===== src/rtl/render_pkg.sv =====
// Shared types for the render frame sequencer: object word layout, object ids, FSM states.
// Latency: n/a (types and constants only).
// Backpressure: n/a.
package render_pkg;

  localparam int H_ACTIVE_DEF   = 1280;
  localparam int V_ACTIVE_DEF   = 720;
  localparam int PIX_STEP_DEF   = 2;
  localparam int RD_LATENCY_DEF = 2;
  localparam int MAX_OBJS       = 8;
  localparam int SLOTS_PER_BEAT = 4;

  localparam logic [1:0] ID_NONE   = 2'b00;
  localparam logic [1:0] ID_CIRCLE = 2'b01;
  localparam logic [1:0] ID_LINE   = 2'b10;
  localparam logic [1:0] ID_RECT   = 2'b11;

  // 83-bit object-storage word: {is_static, id, params, pos_x, pos_y}
  typedef struct packed {
    logic        is_static;
    logic [1:0]  id;
    logic [47:0] params;
    logic [15:0] pos_x;
    logic [15:0] pos_y;
  } obj_word_t;

  typedef enum logic [2:0] {
    ST_IDLE,
    ST_FETCH,
    ST_SWEEP,
    ST_DRAIN,
    ST_DONE
  } sched_state_t;

  // More than MAX_OBJS live objects cannot fit the shadow buffer; saturate.
  function automatic logic [3:0] clamp_count(input logic [3:0] cnt);
    return (cnt > 4'(MAX_OBJS)) ? 4'(MAX_OBJS) : cnt;
  endfunction

endpackage


===== src/rtl/obj_shadow_buf.sv =====
// Shadow copy of the 8 object words taken at frame start, read as two 4-slot views.
// Latency: write lands on the next clock; read views are combinational from registers.
// Backpressure: none; written only during FETCH.
// Ports: clk_i/rst_i (sync active-high), wr_en_i/wr_addr_i/wr_dat_i write port,
//        view_lo_o = slots 0-3, view_hi_o = slots 4-7.
module obj_shadow_buf
  import render_pkg::*;
(
  input  logic                           clk_i,
  input  logic                           rst_i,
  input  logic                           wr_en_i,
  input  logic [2:0]                     wr_addr_i,
  input  obj_word_t                      wr_dat_i,
  output obj_word_t [SLOTS_PER_BEAT-1:0] view_lo_o,
  output obj_word_t [SLOTS_PER_BEAT-1:0] view_hi_o
);

  obj_word_t [MAX_OBJS-1:0] mem_q;

  // Reset clears every entry, which leaves all ids at ID_NONE.
  always_ff @(posedge clk_i) begin
    if (rst_i) begin
      mem_q <= '0;
    end else if (wr_en_i) begin
      mem_q[wr_addr_i] <= wr_dat_i;
    end
  end

  assign view_lo_o = mem_q[3:0];
  assign view_hi_o = mem_q[7:4];

endmodule


===== src/rtl/render_scheduler.sv =====
// Frame sequencer: snapshot objects, sweep pixels as A/B beat pairs, drain render, gate FB writes.
// Latency: 8+RD_LATENCY fetch cycles, then 2 beats per pixel; render beats are combinational from state.
// Backpressure: fb_ready_in low holds all render outputs and stalls sweep and drain in place.
// Ports: clk_in/rst_in, frame_start_in/obj_count_in, obj_addr_out/obj_data_in (storage read),
//        rnd_* render beat interface, rnd_valid_in/fb_we_out write gating, busy_out/done_out status.
module render_scheduler
  import render_pkg::*;
#(
  parameter int H_ACTIVE   = H_ACTIVE_DEF,
  parameter int V_ACTIVE   = V_ACTIVE_DEF,
  parameter int PIX_STEP   = PIX_STEP_DEF,
  parameter int RD_LATENCY = RD_LATENCY_DEF
) (
  input  logic             clk_in,
  input  logic             rst_in,
  input  logic             frame_start_in,
  input  logic [3:0]       obj_count_in,
  input  logic             fb_ready_in,
  output logic [2:0]       obj_addr_out,
  input  logic [82:0]      obj_data_in,
  output logic             rnd_rst_out,
  output logic             rnd_valid_out,
  output logic [3:0]       rnd_is_static,
  output logic [3:0][1:0]  rnd_id_bits,
  output logic [3:0][47:0] rnd_params,
  output logic [3:0][15:0] rnd_pos_x,
  output logic [3:0][15:0] rnd_pos_y,
  output logic [10:0]      rnd_hcount,
  output logic [9:0]       rnd_vcount,
  input  logic             rnd_valid_in,
  output logic             fb_we_out,
  output logic             busy_out,
  output logic             done_out
);

  localparam int          PIXELS     = (H_ACTIVE / PIX_STEP) * (V_ACTIVE / PIX_STEP);
  localparam logic [17:0] PIXELS_W   = 18'(PIXELS);
  localparam logic [3:0]  FETCH_LAST = 4'(MAX_OBJS + RD_LATENCY - 1);
  localparam logic [3:0]  RD_LAT_W   = 4'(RD_LATENCY);
  localparam logic [10:0] H_LAST     = 11'(H_ACTIVE - PIX_STEP);
  localparam logic [9:0]  V_LAST     = 10'(V_ACTIVE - PIX_STEP);
  localparam logic [10:0] H_STEP     = 11'(PIX_STEP);
  localparam logic [9:0]  V_STEP     = 10'(PIX_STEP);

  sched_state_t state_q, state_d;
  logic [3:0]   count_q, count_d;
  logic [3:0]   fcnt_q, fcnt_d;
  logic [10:0]  h_q, h_d;
  logic [9:0]   v_q, v_d;
  logic         phase_q, phase_d;      // 0 = beat A (slots 0-3), 1 = beat B (slots 4-7)
  logic [17:0]  wr_q, wr_d;
  logic         rst_pulse_q, rst_pulse_d;

  logic                           cap_en;
  logic [3:0]                     cap_idx;
  obj_word_t                      cap_word;
  obj_word_t [SLOTS_PER_BEAT-1:0] view_lo, view_hi, view_sel;
  logic                           wr_open;
  logic                           drain_exit;

  assign busy_out   = (state_q != ST_IDLE);
  assign done_out   = (state_q == ST_DONE);
  assign rnd_rst_out = rst_pulse_q;
  assign wr_open    = (wr_q < PIXELS_W);
  // Writes past PIXELS come from dummy drain pairs and must not reach the framebuffer.
  assign fb_we_out  = rnd_valid_in && busy_out && wr_open;
  // Leave DRAIN only on a pair boundary so a dummy pair is never cut in half.
  assign drain_exit = !phase_q && !wr_open;

  // Storage data for address a arrives RD_LATENCY cycles after a was driven.
  assign cap_en  = (state_q == ST_FETCH) && (fcnt_q >= RD_LAT_W);
  assign cap_idx = fcnt_q - RD_LAT_W;
  assign obj_addr_out = ((state_q == ST_FETCH) && (fcnt_q < 4'(MAX_OBJS))) ? fcnt_q[2:0] : 3'd0;

  always_comb begin
    cap_word = obj_word_t'(obj_data_in);
    if (cap_idx >= count_q) cap_word.id = ID_NONE;
  end

  obj_shadow_buf u_shadow (
    .clk_i     (clk_in),
    .rst_i     (rst_in),
    .wr_en_i   (cap_en),
    .wr_addr_i (cap_idx[2:0]),
    .wr_dat_i  (cap_word),
    .view_lo_o (view_lo),
    .view_hi_o (view_hi)
  );

  assign view_sel = phase_q ? view_hi : view_lo;

  always_ff @(posedge clk_in) begin
    if (rst_in) begin
      state_q     <= ST_IDLE;
      count_q     <= '0;
      fcnt_q      <= '0;
      h_q         <= '0;
      v_q         <= '0;
      phase_q     <= 1'b0;
      wr_q        <= '0;
      rst_pulse_q <= 1'b0;
    end else begin
      state_q     <= state_d;
      count_q     <= count_d;
      fcnt_q      <= fcnt_d;
      h_q         <= h_d;
      v_q         <= v_d;
      phase_q     <= phase_d;
      wr_q        <= wr_d;
      rst_pulse_q <= rst_pulse_d;
    end
  end

  always_comb begin
    state_d     = state_q;
    count_d     = count_q;
    fcnt_d      = fcnt_q;
    h_d         = h_q;
    v_d         = v_q;
    phase_d     = phase_q;
    wr_d        = wr_q;
    rst_pulse_d = 1'b0;
    if (fb_we_out) wr_d = wr_q + 18'd1;
    unique case (state_q)
      ST_IDLE: begin
        if (frame_start_in) begin
          state_d     = ST_FETCH;
          count_d     = clamp_count(obj_count_in);
          fcnt_d      = '0;
          h_d         = '0;
          v_d         = '0;
          phase_d     = 1'b0;
          wr_d        = '0;
          rst_pulse_d = 1'b1;
        end
      end
      ST_FETCH: begin
        if (fcnt_q == FETCH_LAST) state_d = ST_SWEEP;
        else                      fcnt_d  = fcnt_q + 4'd1;
      end
      ST_SWEEP: begin
        if (fb_ready_in) begin
          phase_d = ~phase_q;
          // Raster advances only once beat B of the pair has been accepted.
          if (phase_q) begin
            if (h_q == H_LAST) begin
              h_d = '0;
              if (v_q == V_LAST) begin
                v_d     = '0;
                state_d = ST_DRAIN;
              end else begin
                v_d = v_q + V_STEP;
              end
            end else begin
              h_d = h_q + H_STEP;
            end
          end
        end
      end
      ST_DRAIN: begin
        if (drain_exit)       state_d = ST_DONE;
        else if (fb_ready_in) phase_d = ~phase_q;
      end
      ST_DONE: state_d = ST_IDLE;
      default: state_d = ST_IDLE;
    endcase
  end

  // Drain pairs are all-zero dummies; only SWEEP presents real slots and coordinates.
  always_comb begin
    rnd_valid_out = 1'b0;
    rnd_is_static = '0;
    rnd_id_bits   = '0;
    rnd_params    = '0;
    rnd_pos_x     = '0;
    rnd_pos_y     = '0;
    rnd_hcount    = '0;
    rnd_vcount    = '0;
    case (state_q)
      ST_SWEEP: begin
        rnd_valid_out = fb_ready_in;
        rnd_hcount    = h_q;
        rnd_vcount    = v_q;
        for (int s = 0; s < SLOTS_PER_BEAT; s++) begin
          rnd_is_static[s] = view_sel[s].is_static;
          rnd_id_bits[s]   = view_sel[s].id;
          rnd_params[s]    = view_sel[s].params;
          rnd_pos_x[s]     = view_sel[s].pos_x;
          rnd_pos_y[s]     = view_sel[s].pos_y;
        end
      end
      ST_DRAIN: rnd_valid_out = fb_ready_in && !drain_exit;
      default: ;
    endcase
  end

endmodule


===== config.mk =====
export PLATFORM = sky130hd
export DESIGN_NAME = render_scheduler
export DESIGN_NICKNAME = d
export VERILOG_FILES = /design/src/rtl/render_pkg.sv /design/src/rtl/obj_shadow_buf.sv /design/src/rtl/render_scheduler.sv
export SDC_FILE = /design/constraint.sdc
export NUM_CORES = 2
export LEC_CHECK = 0
export BUFFER_PORTS_ARGS = -buffer_cell sky130_fd_sc_hd__buf_2
export CAP_MARGIN = 25
export CELL_PAD_IN_SITES_DETAIL_PLACEMENT = 0
export CELL_PAD_IN_SITES_GLOBAL_PLACEMENT = 1
export CORE_MARGIN = 1
export CORE_UTILIZATION = 25
export CTS_CLUSTER_DIAMETER = 30
export DETAILED_ROUTE_END_ITERATION = 10
export PLACE_DENSITY_LB_ADDON = 0.12
export SLEW_MARGIN = 20
export SYNTH_ARGS = -nofsm -noshare
export SYNTH_HDL_FRONTEND = slang
export SYNTH_SLANG_ARGS = --single-unit

===== constraint.sdc =====
create_clock -name clk_in -period 6.7 [get_ports clk_in]
set_input_delay 0 -clock clk_in [delete_from_list [all_inputs] [get_ports clk_in]]
set_output_delay 0 -clock clk_in [all_outputs]
set_load 0.005 [all_outputs]

Yosys cells after proc, flatten, opt, wreduce, memory -nomap -nowiden
Cells that the tools add are included.

storage, ports and cells
  bits in registers = 716
  bits of input ports = 92
  output and inout port bits = 361
  word-level logic and storage cells = 145

operators by class
  add/subtract/negate cells = 5
  $lt $le $gt $ge = 7
  equal/unequal tests = 16
  multiplexer cells = 45
  bitwise operators = 2
  reductions and logical operators = 22

operator list
  kind                     number
  $bwmux W664              1
  $mux W332                1
  $demux W83 S3            1
  $mux W192                1
  $mux W64                 2
  $mux W83                 1
  $mux W10                 6
  $mux W11                 5
  $mux W18                 3
  $mux W3                  8
  $pmux W11 S2             1
  $pmux W10 S2             1
  $add A18 B1 Y18 const B  1
  $lt A18 B18 Y1 const B   1
  $mux W4                  4
  $ne A2 B2 Y1 const B     8
  $pmux W3 S4              1
  $add A11 B2 Y11 const B  1
  $eq A11 B11 Y1 const B   1
  $add A10 B2 Y10 const B  1
  $eq A10 B10 Y1 const B   1
  $mux W8                  1
  $pmux W4 S2              1
  $logic_and A1 B1 Y1      7
  other kinds (28)         38

Depth between registers and ports, before layout
  depth in word-level cells = 6
  depth in mapped cells = 9
  gate-level depth less buffers = 8

Cells and area by module
A second synthesis with hierarchy kept.

unflattened totals
  cell total of the unflattened synthesis = 3425
  area total of the unflattened synthesis = 33550.9 µm²

by module, submodules not included
  module            instances  cells an instance  area an instance (µm²)  seq. area each (µm²)
  obj_shadow_buf    1          2327               25793.5                 13292.7
  render_scheduler  1          1098               7757.4                  1001.0

Least setup slack after synthesis
OpenSTA, ideal clock, no wires.

  kind = flip-flop to flip-flop
  from = register h_q[10]
  to = register v_q[6]
  library setup time = 0.074 ns
  arrival time = 2.065 ns
  data required time = 6.626 ns
  slack = 4.561 ns
  stages on the path, launching flop included = 7
  buffers on the path = 1
  period minus slack after synthesis = 2.139 ns
  cell sequence = dfxtp_1 -> or3b_1 -> or4_1 -> or4_1 -> buf_2 -> or3_1 -> o21ai_0

on the way
  cells in the longest elaborated chain, start to end = 3

ends and longest elaborated chain
  what                                RTL line                 text
  start, declared                     render_scheduler.sv:48   logic [10:0] h_q, h_d;
  start signal, assigned              render_scheduler.sv:97   h_q <= '0;
  start signal, assigned              render_scheduler.sv:106  h_q <= h_d;
  $eq A11 B11 Y1                      render_scheduler.sv:146  if (h_q == H_LAST) begin
  $ne A2 B2 Y1 (no source line)       --
  $reduce_and A5 Y1 (no source line)  --
  end signal, assigned                render_scheduler.sv:107  v_q <= v_d;
  end, declared                       render_scheduler.sv:49   logic [9:0] v_q, v_d;

Every way passes these cells.
A chain may end at the register's enable or synchronous reset.

Worst setup path in the final report
  from = register state_q[1]
  to = register u_shadow.mem_q (netlist bit u_shadow.view_hi_o[104])

on the way
  cells in the longest elaborated chain, start to end = 2

ends and longest elaborated chain
  what                           RTL line                 text
  start, declared                render_scheduler.sv:45   sched_state_t state_q, state_d;
  start signal, assigned         render_scheduler.sv:103  state_q <= state_d;
  $eq A3 B1 Y1                   render_scheduler.sv:71   assign cap_en = (state_q == ST_FETCH) && (fcnt_q >= RD_LAT_W);
  $logic_and A1 B1 Y1            render_scheduler.sv:71
  end signal, assigned by index  obj_shadow_buf.sv:25     mem_q[wr_addr_i] <= wr_dat_i;
  end, declared                  obj_shadow_buf.sv:18     obj_word_t [MAX_OBJS-1:0] mem_q;

Every way passes these cells.

==> impl_metrics.toml <==
[clocking]
cts_resized = 0
clock_path_buffers = 3
post-cts-setup-buffers = 0
h-tree-depth = 4
clock_latency_ns = 0.77
cts_tree = "yes"
cts_made_buffers = 218
cts.sinks = 714
cts.clk_slew.worst_paths_ns = 0.04
cts_root_buf = "clkbuf_16"

[flow_run]
cap_violations = 0

[pwr]
p_int_mw = 11.7
power_switching_share = 0.226
peakVddDrop_mv = 0.220
p_leak_nw = 15.0
clkPwrFrac = 0.670
p_switching_mw = 3.40
p_comb_frac = 0.044
power_frac_seq = 0.286
powerDensity_mw_per_mm2 = 357

[place]
port_buffers = 450
place_ws_ns = 2.80
dp_hpwl_um = 72200
gp_congestion = 0.727
dp.cells = 5761

[hold_path]
hp-class = "in2reg"

[yosys]
synth_area_per_cell_sq_um = 7.62
yosys_warnings = 0
postSynth.asyncResetShare = 0
synthCells = 4042
synth_edf_count = 0
synth_seq_cells = 714
synth-seq-area-share = 0.464
syn_area_sq_mm = 0.0308
synthDistinctLibCells = 47
synth_ff_type = "dfxtp_1"

[floorplanning]
die_area_sq_mm = 0.125
initial_core_util = 0.252
rows = 128
core_sq_mm = 0.122
die_h_um = 353
fp.dieW_um = 353
ios = 453

[global_routing]
grt_max_degree = 167
antenna_found_initial = 1
grt_overflow = 0
grt_pass1_wl_um = 181000
groute.usage.overall = 0.190
first_global_vias = 27800

[cells_and_area]
area_delta_synth_final_pct = 36.8
post-route-util = 0.345
final_cell_mix = "1,320 x nand2_1, 713 x dfxtp_1, 661 x a21oi_1"
final_common_cell = "nand2_1"
fin_cells = 6269
fill_cells = 13000
drive_gt1_frac = 0.188
nets = 4563

[timing]
setup_ws_ns = 2.82
finalMaxSlewViolations = 0
holdWs_ns = 0.106
tns_ns = 0
finalCritPeriodShare = 0.579
worst_slew_pin_slew_ns = 1.01
rsz0062_at_grt = "false"
skew_ns = 0.0417
max_freq_ghz = 0.258
setup_viol = 0
relSlewSlack = 0.324
hold_viol_final = 0
min_period_ns = 3.88

[critical_path]
cp-end-kind = "flip-flop"
worst-path-buf-inv = 1
critPathMaxStageDelay_ns = 0.78
critical_path.max_fanout = 45
cp.arrival_ns = 4.57
path_class = "reg2reg"
crit_chain = "or3b_1 > nor3_2 > and2_4 > buf_4 > nand2_1 > a21oi_1"
crit_family = "simple AND/OR/NAND/NOR gates"
cp.required_ns = 7.39
critPathLaunchType = "flip-flop"
slowest_stage = "nor3_2"

[route]
drt_iter0_drc = 1494
finalWirelength_um = 121000
drtAntennaViolNets = 0
vias = 28300
wl_per_cell_um = 19.4
viasPerCell = 4.52
post-route-drc-count = 0
drtPass1Iterations = 5

[status]
status = "complete, no violations"
-- tightest hold or removal path: stages --
cell and delay (ns):
dlygate4sd3_1 0.52, buf_2 0.18, nand2_1 0.07, a21oi_1 0.05
-- cell families after synthesis --
logic type,count (synthesis),share of synthesized area
AO/OA/AOI/OAI,705,0.116
XOR/XNOR,28,0.00797
adder cells (fa/ha/maj),14,0.00569
buffers and inverters,405,0.0625
flip-flops,714,0.464
multiplexers,333,0.108
other,1,0.000122
AND/OR/NAND/NOR,1842,0.235
-- metal layers --
metal  routed length, um  up-vias  GRT usage  part of all wire
met5                   0        -          0                 0
met4                2580        0     0.0608             0.021
met3                6910      175     0.0499             0.057
met2               56300      662      0.306              0.46
met1               55500    13500      0.246              0.46
li1                    -    14000          -                 -
-- power groups by stage --
stage          combinational, mW  clock (mW)  sequential [mW]
2_1_floorplan              0.445           0             4.36
3_3_place_gp               0.628           0             4.38
3_5_place_dp               0.627           0             4.38
4_1_cts                    0.678        10.3             4.31
5_1_grt                    0.715        10.5             4.31
6_report                   0.657        10.1             4.31
-- cell type report --
| type | count | area (sq um) | area share |
|---|---|---|---|
| clock buffers | 334 | 6650 | 0.158 |
| clock inverters | 69 | 787 | 0.0187 |
| inverters | 12 | 45.0 | 0.00107 |
| diodes | 4 | 10.0 | 0.000238 |
| flip-flops and latches | 714 | 14300 | 0.339 |
| repair buffers | 587 | 3630 | 0.0862 |
| well taps | 1625 | 2030 | 0.0483 |
| multi-input cells | 2924 | 14700 | 0.348 |
-- through the flow --
| step | power (mW) | instance area, sq um |
|---|---|---|
| after CTS | 15.3 | 42100 |
| final | 15.1 | 42100 |
| after global placement | 5.01 | 33600 |
| after floorplan | 4.80 | 30800 |
| after global routing | 15.6 | 42100 |
| after detailed placement | 5.00 | 33600 |
-- path summary, 6_finish.rpt --
path                            slack [ns]              startpoint                 endpoint  depth (start not counted)
worst max-delay path                  2.82              state_q[1]  u_shadow.view_hi_o[104]                          6
worst min-delay path                  0.11         obj_data_in[30]  u_shadow.view_hi_o[113]                          4
worst max register to register        2.82              state_q[1]  u_shadow.view_hi_o[104]                          6
worst min register to register        0.45  u_shadow.view_lo_o[86]   u_shadow.view_lo_o[86]                          2
-- cell usage after synthesis, types with 2 or more instances --
cell type,number,area [sq um]
a21oi_1,661,3310
and2_1,11,68.8
and3_1,28,175
and3_2,2,15.0
and4_1,4,35.0
buf_1,5,18.8
buf_2,68,340
buf_4,83,623
clkbuf_1,236,886
dfxtp_1,714,14300
ha_1,14,175
inv_1,12,45.0
mux2i_1,333,3330
nand2_1,1329,4990
nand2b_1,4,25.0
nand3_1,33,165
nand3b_1,3,22.5
nand4_1,9,56.3
nor2_1,383,1440
nor3_1,10,50.1
nor3b_1,3,22.5
nor4_1,8,50.1
nor4b_1,2,17.5
o21a_1,3,22.5
o21ai_0,29,145
o31ai_1,4,30.0
or3b_1,2,17.5
or4_1,3,22.5
or4b_2,2,20.0
xnor2_1,6,52.6
xor2_1,22,193
-- flip-flops by register name, summed over array words and instances (netlist names) --
register,count
count_q,4
fcnt_q,4
h_q,10
phase_q,1
rnd_rst_out,1
state_q,3
u_shadow.view_hi_o,332
u_shadow.view_lo_o,332
v_q,9
wr_q,18
-- repair_timing --
item	CTS	global route
endpoints found under the setup margin	0	0
hold endpoints to repair	699	0
hold buffers	100	0
Note: power is estimated with default switching activity, not from simulation.
